--- config.mk ---
export PLATFORM = sky130hd
export DESIGN_NAME = cpu_clock_ctrl
export DESIGN_NICKNAME = d
export VERILOG_FILES = /design/src/rtl/cpu_clock_ctrl.sv
export SDC_FILE = /design/constraint.sdc
export NUM_CORES = 1
export LEC_CHECK = 0
export CORE_MARGIN = 8
export CORE_UTILIZATION = 60
export CTS_BUF_LIST = sky130_fd_sc_hd__clkbuf_2
export DETAILED_ROUTE_END_ITERATION = 7
export PLACE_DENSITY = 0.95
export SLEW_MARGIN = 20
export SYNTH_ARGS = -nofsm -noshare
export SYNTH_HDL_FRONTEND = slang
export SYNTH_SLANG_ARGS = --single-unit
export TNS_END_PERCENT = 20
--- constraint.sdc ---
create_clock -name clk -period 3.11 [get_ports clk]
set_input_delay 0.622 -clock clk [delete_from_list [all_inputs] [get_ports clk]]
set_output_delay 0.622 -clock clk [all_outputs]
set_load 0.05 [all_outputs]
--- src/rtl/cpu_clock_ctrl.sv ---
// CPU clock-enable generator: divided free run, single-step from a raw button, halt/resume.
// Latency: cpu_tick is registered, one cycle after terminal count or detected step edge; no backpressure.
module cpu_clock_ctrl #(
    parameter int unsigned DIV_FAST = 1,
    parameter int unsigned DIV_SLOW = 25000000,
    parameter int unsigned CNT_W    = 32
) (
    input  logic             clk,
    input  logic             reset,
    input  logic             run_sw,
    input  logic             fast_sel,
    input  logic             step_btn,
    input  logic             halt,
    input  logic             resume,
    output logic             cpu_tick,
    output logic             clk_led,
    output logic [1:0]       state,
    output logic [CNT_W-1:0] tick_count
);

    typedef enum logic [1:0] {
        IDLE   = 2'b00,
        RUN    = 2'b01,
        HALTED = 2'b10,
        BAD    = 2'b11
    } state_e;

    localparam logic [CNT_W-1:0] DIV_FAST_C = CNT_W'(DIV_FAST);
    localparam logic [CNT_W-1:0] DIV_SLOW_C = CNT_W'(DIV_SLOW);

    state_e           state_q, state_d;
    logic [CNT_W-1:0] div_cnt_q, div_cnt_d;
    logic [CNT_W-1:0] tick_count_q;
    logic [CNT_W-1:0] div;
    logic             tick_q, tick_d;
    logic             led_q;
    logic             sync1_q, sync2_q, prev_q;
    logic [2:0]       warm_q;
    logic             step_edge;

    assign div = fast_sel ? DIV_FAST_C : DIV_SLOW_C;

    // warm_q masks the edge detector until the synchronizer holds real samples,
    // so a button already held at reset release cannot fire a step.
    assign step_edge = sync2_q & ~prev_q & warm_q[2];

    always_comb begin
        state_d = state_q;
        if (halt) begin
            state_d = HALTED;
        end else begin
            case (state_q)
                IDLE:    if (run_sw)  state_d = RUN;
                RUN:     if (!run_sw) state_d = IDLE;
                HALTED:  if (resume)  state_d = run_sw ? RUN : IDLE;
                default: state_d = IDLE;
            endcase
        end
    end

    always_comb begin
        div_cnt_d = '0;
        tick_d    = 1'b0;
        if (state_q == RUN && state_d == RUN) begin
            if (div_cnt_q == div) begin
                tick_d = 1'b1;
            end else if (div_cnt_q < div) begin
                div_cnt_d = div_cnt_q + CNT_W'(1);
            end
        end
        if (state_q == IDLE && !halt && step_edge) begin
            tick_d = 1'b1;
        end
    end

    always_ff @(posedge clk or negedge reset) begin
        if (!reset) begin
            state_q      <= IDLE;
            div_cnt_q    <= '0;
            tick_q       <= 1'b0;
            led_q        <= 1'b0;
            tick_count_q <= '0;
            sync1_q      <= 1'b0;
            sync2_q      <= 1'b0;
            prev_q       <= 1'b0;
            warm_q       <= '0;
        end else begin
            state_q   <= state_d;
            div_cnt_q <= div_cnt_d;
            tick_q    <= tick_d;
            if (tick_d) begin
                led_q        <= ~led_q;
                tick_count_q <= tick_count_q + CNT_W'(1);
            end
            sync1_q <= step_btn;
            sync2_q <= sync1_q;
            prev_q  <= sync2_q;
            warm_q  <= {warm_q[1:0], 1'b1};
        end
    end

    assign cpu_tick   = tick_q;
    assign clk_led    = led_q;
    assign state      = state_q;
    assign tick_count = tick_count_q;

endmodule

==> report_table.html <==
<table>
<tr><th>Metric</th><th>Value</th></tr>
<tr><th colspan="2">Drt</th></tr>
<tr><td>Post-Route WL</td><td>7840 µm</td></tr>
<tr><td>Final routed wire length divided by cell count</td><td>16.7 µm</td></tr>
<tr><td>Iteration-0 DRC Markers</td><td>195</td></tr>
<tr><td>Via density per instance</td><td>5.83</td></tr>
<tr><td>1st-pass router iterations</td><td>5</td></tr>
<tr><td>Final antenna-violating net count</td><td>0</td></tr>
<tr><td>DR DRC count</td><td>0</td></tr>
<tr><td>Met3 WL</td><td>338 µm</td></tr>
<tr><td>Routed length on met2</td><td>4030 µm</td></tr>
<tr><td>Top sig layer</td><td>met4</td></tr>
<tr><td>Vias after detailed routing</td><td>2735</td></tr>
<tr><td>Met1 Routed Length</td><td>3270 µm</td></tr>
<tr><th colspan="2">Clock network</th></tr>
<tr><td>CTS tree</td><td>yes</td></tr>
<tr><td>TritonCTS Sinks</td><td>74</td></tr>
<tr><td>Worst-Skew Late Latency</td><td>500 ps</td></tr>
<tr><td>Post-CTS setup buffer count</td><td>0</td></tr>
<tr><td>Clk Tree Root Cell</td><td>sky130_fd_sc_hd__clkbuf_2</td></tr>
<tr><td>Number of buffers added by the clock tree synthesis step</td><td>9</td></tr>
<tr><td>Hold buffers post-CTS</td><td>0</td></tr>
<tr><td>Clock slew at reported path FFs</td><td>200 ps</td></tr>
<tr><td>CTS Buffer Depth</td><td>2</td></tr>
<tr><td>H-tree depth reported by CTS</td><td>3</td></tr>
<tr><td>Post-cts gate resize count</td><td>0</td></tr>
<tr><th colspan="2">Status</th></tr>
<tr><td>Outcome</td><td>finished clean</td></tr>
<tr><th colspan="2">Yosys</th></tr>
<tr><td>Share of synthesized area occupied by flip-flops and latches</td><td>52.4%</td></tr>
<tr><td>Number of enable flip-flop cells after synthesis</td><td>0</td></tr>
<tr><td>Synthesized area per cell</td><td>10.6 µm²</td></tr>
<tr><td>Yosys warns</td><td>0</td></tr>
<tr><td>Top_reg_cell synth</td><td>sky130_fd_sc_hd__dfrtp_1</td></tr>
<tr><td>Count of mapped cells out of synthesis</td><td>333</td></tr>
<tr><td>Netlist Area Pre-Place</td><td>3530 µm²</td></tr>
<tr><td>Unique cell type count in the Yosys netlist</td><td>41</td></tr>
<tr><td>Async SR Flop Fraction</td><td>100%</td></tr>
<tr><td>Synthesized flop and latch total</td><td>74</td></tr>
<tr><th colspan="2">GRT</th></tr>
<tr><td>Maximum number of pins on one net before global-route repair</td><td>45</td></tr>
<tr><td>Overall routing resource usage</td><td>19.5%</td></tr>
<tr><td>Vias in the first global route</td><td>2866</td></tr>
<tr><td>Initial antenna violation count</td><td>0</td></tr>
<tr><td>Overall overflow remaining after global route</td><td>0</td></tr>
<tr><td>Wire length of the first global-routing pass</td><td>13300 µm</td></tr>
<tr><th colspan="2">Timing</th></tr>
<tr><td>Max-slew violation count</td><td>0</td></tr>
<tr><td>Actual transition at the worst max-transition pin</td><td>700 ps</td></tr>
<tr><td>Time the worst path needs with I/O delays and setup</td><td>2650 ps</td></tr>
<tr><td>Final period util</td><td>85.3%</td></tr>
<tr><td>Highest Clock Rate</td><td>377 MHz</td></tr>
<tr><td>Final hold violation count</td><td>0</td></tr>
<tr><td>Max-slew headroom at the worst pin</td><td>53.3%</td></tr>
<tr><td>Setup TNS</td><td>0 ps</td></tr>
<tr><td>Setup repair after global routing missed its margin</td><td>no</td></tr>
<tr><td>Final Skew</td><td>19.4 ps</td></tr>
<tr><td>Final critical-path setup slack</td><td>458 ps</td></tr>
<tr><td>Final setup viols</td><td>0</td></tr>
<tr><td>Minimum hold slack</td><td>132 ps</td></tr>
<tr><th colspan="2">Finish</th></tr>
<tr><td>Multi-input gate area in the final layout</td><td>1620 µm²</td></tr>
<tr><td>Most frequent cells in the layout</td><td>74 x sky130_fd_sc_hd__dfrtp_1, 41 x sky130_fd_sc_hd__clkdlybuf4s50_1, 37 x sky130_fd_sc_hd__nor2_1</td></tr>
<tr><td>Filler instances</td><td>423</td></tr>
<tr><td>Area grow syn2layout</td><td>18.6%</td></tr>
<tr><td>Area of all placed cells without fillers</td><td>4190 µm²</td></tr>
<tr><td>Number of nets in the finished design</td><td>411</td></tr>
<tr><td>Leading cell type in the layout, fill and taps excluded</td><td>sky130_fd_sc_hd__dfrtp_1</td></tr>
<tr><td>Utilization after layout</td><td>72.0%</td></tr>
<tr><td>Fraction of layout cells with a size suffix above 1</td><td>7.36%</td></tr>
<tr><td>N_diodes</td><td>0</td></tr>
<tr><td>Seq. cell area</td><td>1850 µm²</td></tr>
<tr><th colspan="2">Floorplanning</th></tr>
<tr><td>Placeable core region</td><td>5820 µm²</td></tr>
<tr><td>Vertical die dimension</td><td>92.7 µm</td></tr>
<tr><td>Initial Utilization</td><td>60.7%</td></tr>
<tr><td>Die X</td><td>92.7 µm</td></tr>
<tr><td>Cell Rows</td><td>28</td></tr>
<tr><td>Area enclosed by the die boundary</td><td>8600 µm²</td></tr>
<tr><td>I/O pin cnt</td><td>43</td></tr>
<tr><th colspan="2">Placement</th></tr>
<tr><td>Post-detail-place hpwl</td><td>5680 µm</td></tr>
<tr><td>Setup WS pre-CTS</td><td>-30.3 ps</td></tr>
<tr><td>Number of I/O port buffers</td><td>42</td></tr>
<tr><td>Placed instance area</td><td>4080 µm²</td></tr>
<tr><td>Final weighted congestion in routability-driven placement</td><td>0.887</td></tr>
<tr><th colspan="2">Setup path</th></tr>
<tr><td>CP Data Required Time</td><td>3540 ps</td></tr>
<tr><td>Worst r2r path cells</td><td>8</td></tr>
<tr><td>Crit. End Element</td><td>flip-flop</td></tr>
<tr><td>Capturing point of the worst reg2reg path</td><td>tick_count[25]$_DFFE_PN0P_</td></tr>
<tr><td>Minimum setup slack among reg-to-reg paths</td><td>700 ps</td></tr>
<tr><td>Start-to-end type of the worst setup path</td><td>in -&gt; reg</td></tr>
<tr><td>Worst setup SP type</td><td>input pin</td></tr>
<tr><td>Worst-path fanout max</td><td>13</td></tr>
<tr><td>Endpoint arrival time on the critical path</td><td>3080 ps</td></tr>
<tr><td>Crit Reg-Reg Startpoint</td><td>div_cnt_q[14]$_DFF_PN0_</td></tr>
<tr><th colspan="2">Run</th></tr>
<tr><td>Maxcap violations</td><td>0</td></tr>
<tr><th colspan="2">Power and ir drop</th></tr>
<tr><td>Lkg Pwr</td><td>1.90 nW</td></tr>
<tr><td>Pwr Density</td><td>419 nW/µm²</td></tr>
<tr><td>Worst ir drop on vdd</td><td>0.000395 V</td></tr>
<tr><th colspan="2">Worst hold path</th></tr>
<tr><td>Tightest Hold Check Type</td><td>in -&gt; async</td></tr>
</table>
## worst max path at each step
stage / from / end / slack [ps] / cells past startpoint
global route: fast_sel / tick_count[25]$_DFFE_PN0P_ / 380 / 10
global placement: fast_sel / tick_count[28]$_DFFE_PN0P_ / 150 / 10
CTS: fast_sel / tick_count[25]$_DFFE_PN0P_ / 500 / 10
detailed placement: fast_sel / tick_count[25]$_DFFE_PN0P_ / -30 / 10
floorplan: fast_sel / tick_count[17]$_DFFE_PN0P_ / 900 / 8
finish: fast_sel / tick_count[25]$_DFFE_PN0P_ / 460 / 10
## worst max-delay path: stages
cell,delay [ps]
sky130_fd_sc_hd__clkdlybuf4s50_1,400
sky130_fd_sc_hd__buf_4,190
sky130_fd_sc_hd__ha_1,320
sky130_fd_sc_hd__nand3_1,140
sky130_fd_sc_hd__nor3_1,270
sky130_fd_sc_hd__nand3_1,110
sky130_fd_sc_hd__o21a_1,240
sky130_fd_sc_hd__buf_4,200
sky130_fd_sc_hd__nor4_1,380
sky130_fd_sc_hd__xor2_1,220
## cell type report
| cell class | count | area share (%) |
|---|---|---|
| Clock buffer | 11 | 1.32 |
| Clock inverter | 5 | 1.32 |
| Inverter | 10 | 0.897 |
| Multi-Input combinational cell | 246 | 38.7 |
| Sequential cell | 74 | 44.2 |
| Tap cell | 75 | 2.24 |
| Timing Repair Buffer | 48 | 11.3 |
## cell usage after synthesis, drive strengths merged, types with 2 or more instances
cell / n / area (µm²)
dfrtp: 74 / 1850
nor2: 37 / 139
xor2: 32 / 280
nand3: 24 / 120
xnor2: 23 / 201
nand2: 19 / 71.3
ha: 15 / 188
nand4: 14 / 87.6
nor3: 14 / 75.1
and3: 13 / 81.3
nor4: 12 / 81.3
inv: 10 / 37.5
and4: 5 / 43.8
clkbuf: 5 / 18.8
o21ai: 4 / 20.0
a21oi: 3 / 15.0
buf: 3 / 21.3
or4: 3 / 26.3
a31oi: 2 / 12.5
conb: 2 / 7.51
nor4b: 2 / 17.5
o31ai: 2 / 15.0
or2: 2 / 12.5
## power by group
part	internal, W	total (W)	switching, W	leakage [nW]
combinational	0.0000728	0.000209	0.000137	0.838
sequential	0.000993	0.00103	0.0000334	0.993
clock	0.000189	0.000518	0.000328	0.0679
## kinds of logic after synthesis
kind of cell | count (synthesis) | synth area share (%)
adder cells (fa/ha/maj) | 15 | 5.32
AND/OR/NAND/NOR | 153 | 23.2
XOR/XNOR | 55 | 13.6
flip-flops | 74 | 52.4
AO/OA/AOI/OAI | 15 | 2.66
buffers and inverters | 18 | 2.20
multiplexers | 1 | 0.319
other | 2 | 0.213
## metal layers
| layer | track usage, % | vias to the layer above |
|---|---|---|
| met4 | 9.93 | 0 |
| met2 | 32.5 | 84 |
| met1 | 22.5 | 1357 |
| met5 | 0 | - |
| met3 | 5.66 | 21 |
| li1 | - | 1273 |
## stage by stage
stage                     power [W]  std cells
after floorplan             0.00116        338
after global placement      0.00125        453
after detailed placement    0.00125        453
after CTS                   0.00177        469
after global routing        0.00183        469
final                       0.00175        469
## sequential cells by signal (all words and copies together) (netlist names)
signal and cells:
state 2, tick_count 32, clk_led 1, div_cnt_q 32, prev_q 1, sync1_q 1
sync2_q 1, warm_q 3, cpu_tick 1
Power figures use the tool's default switching activity.
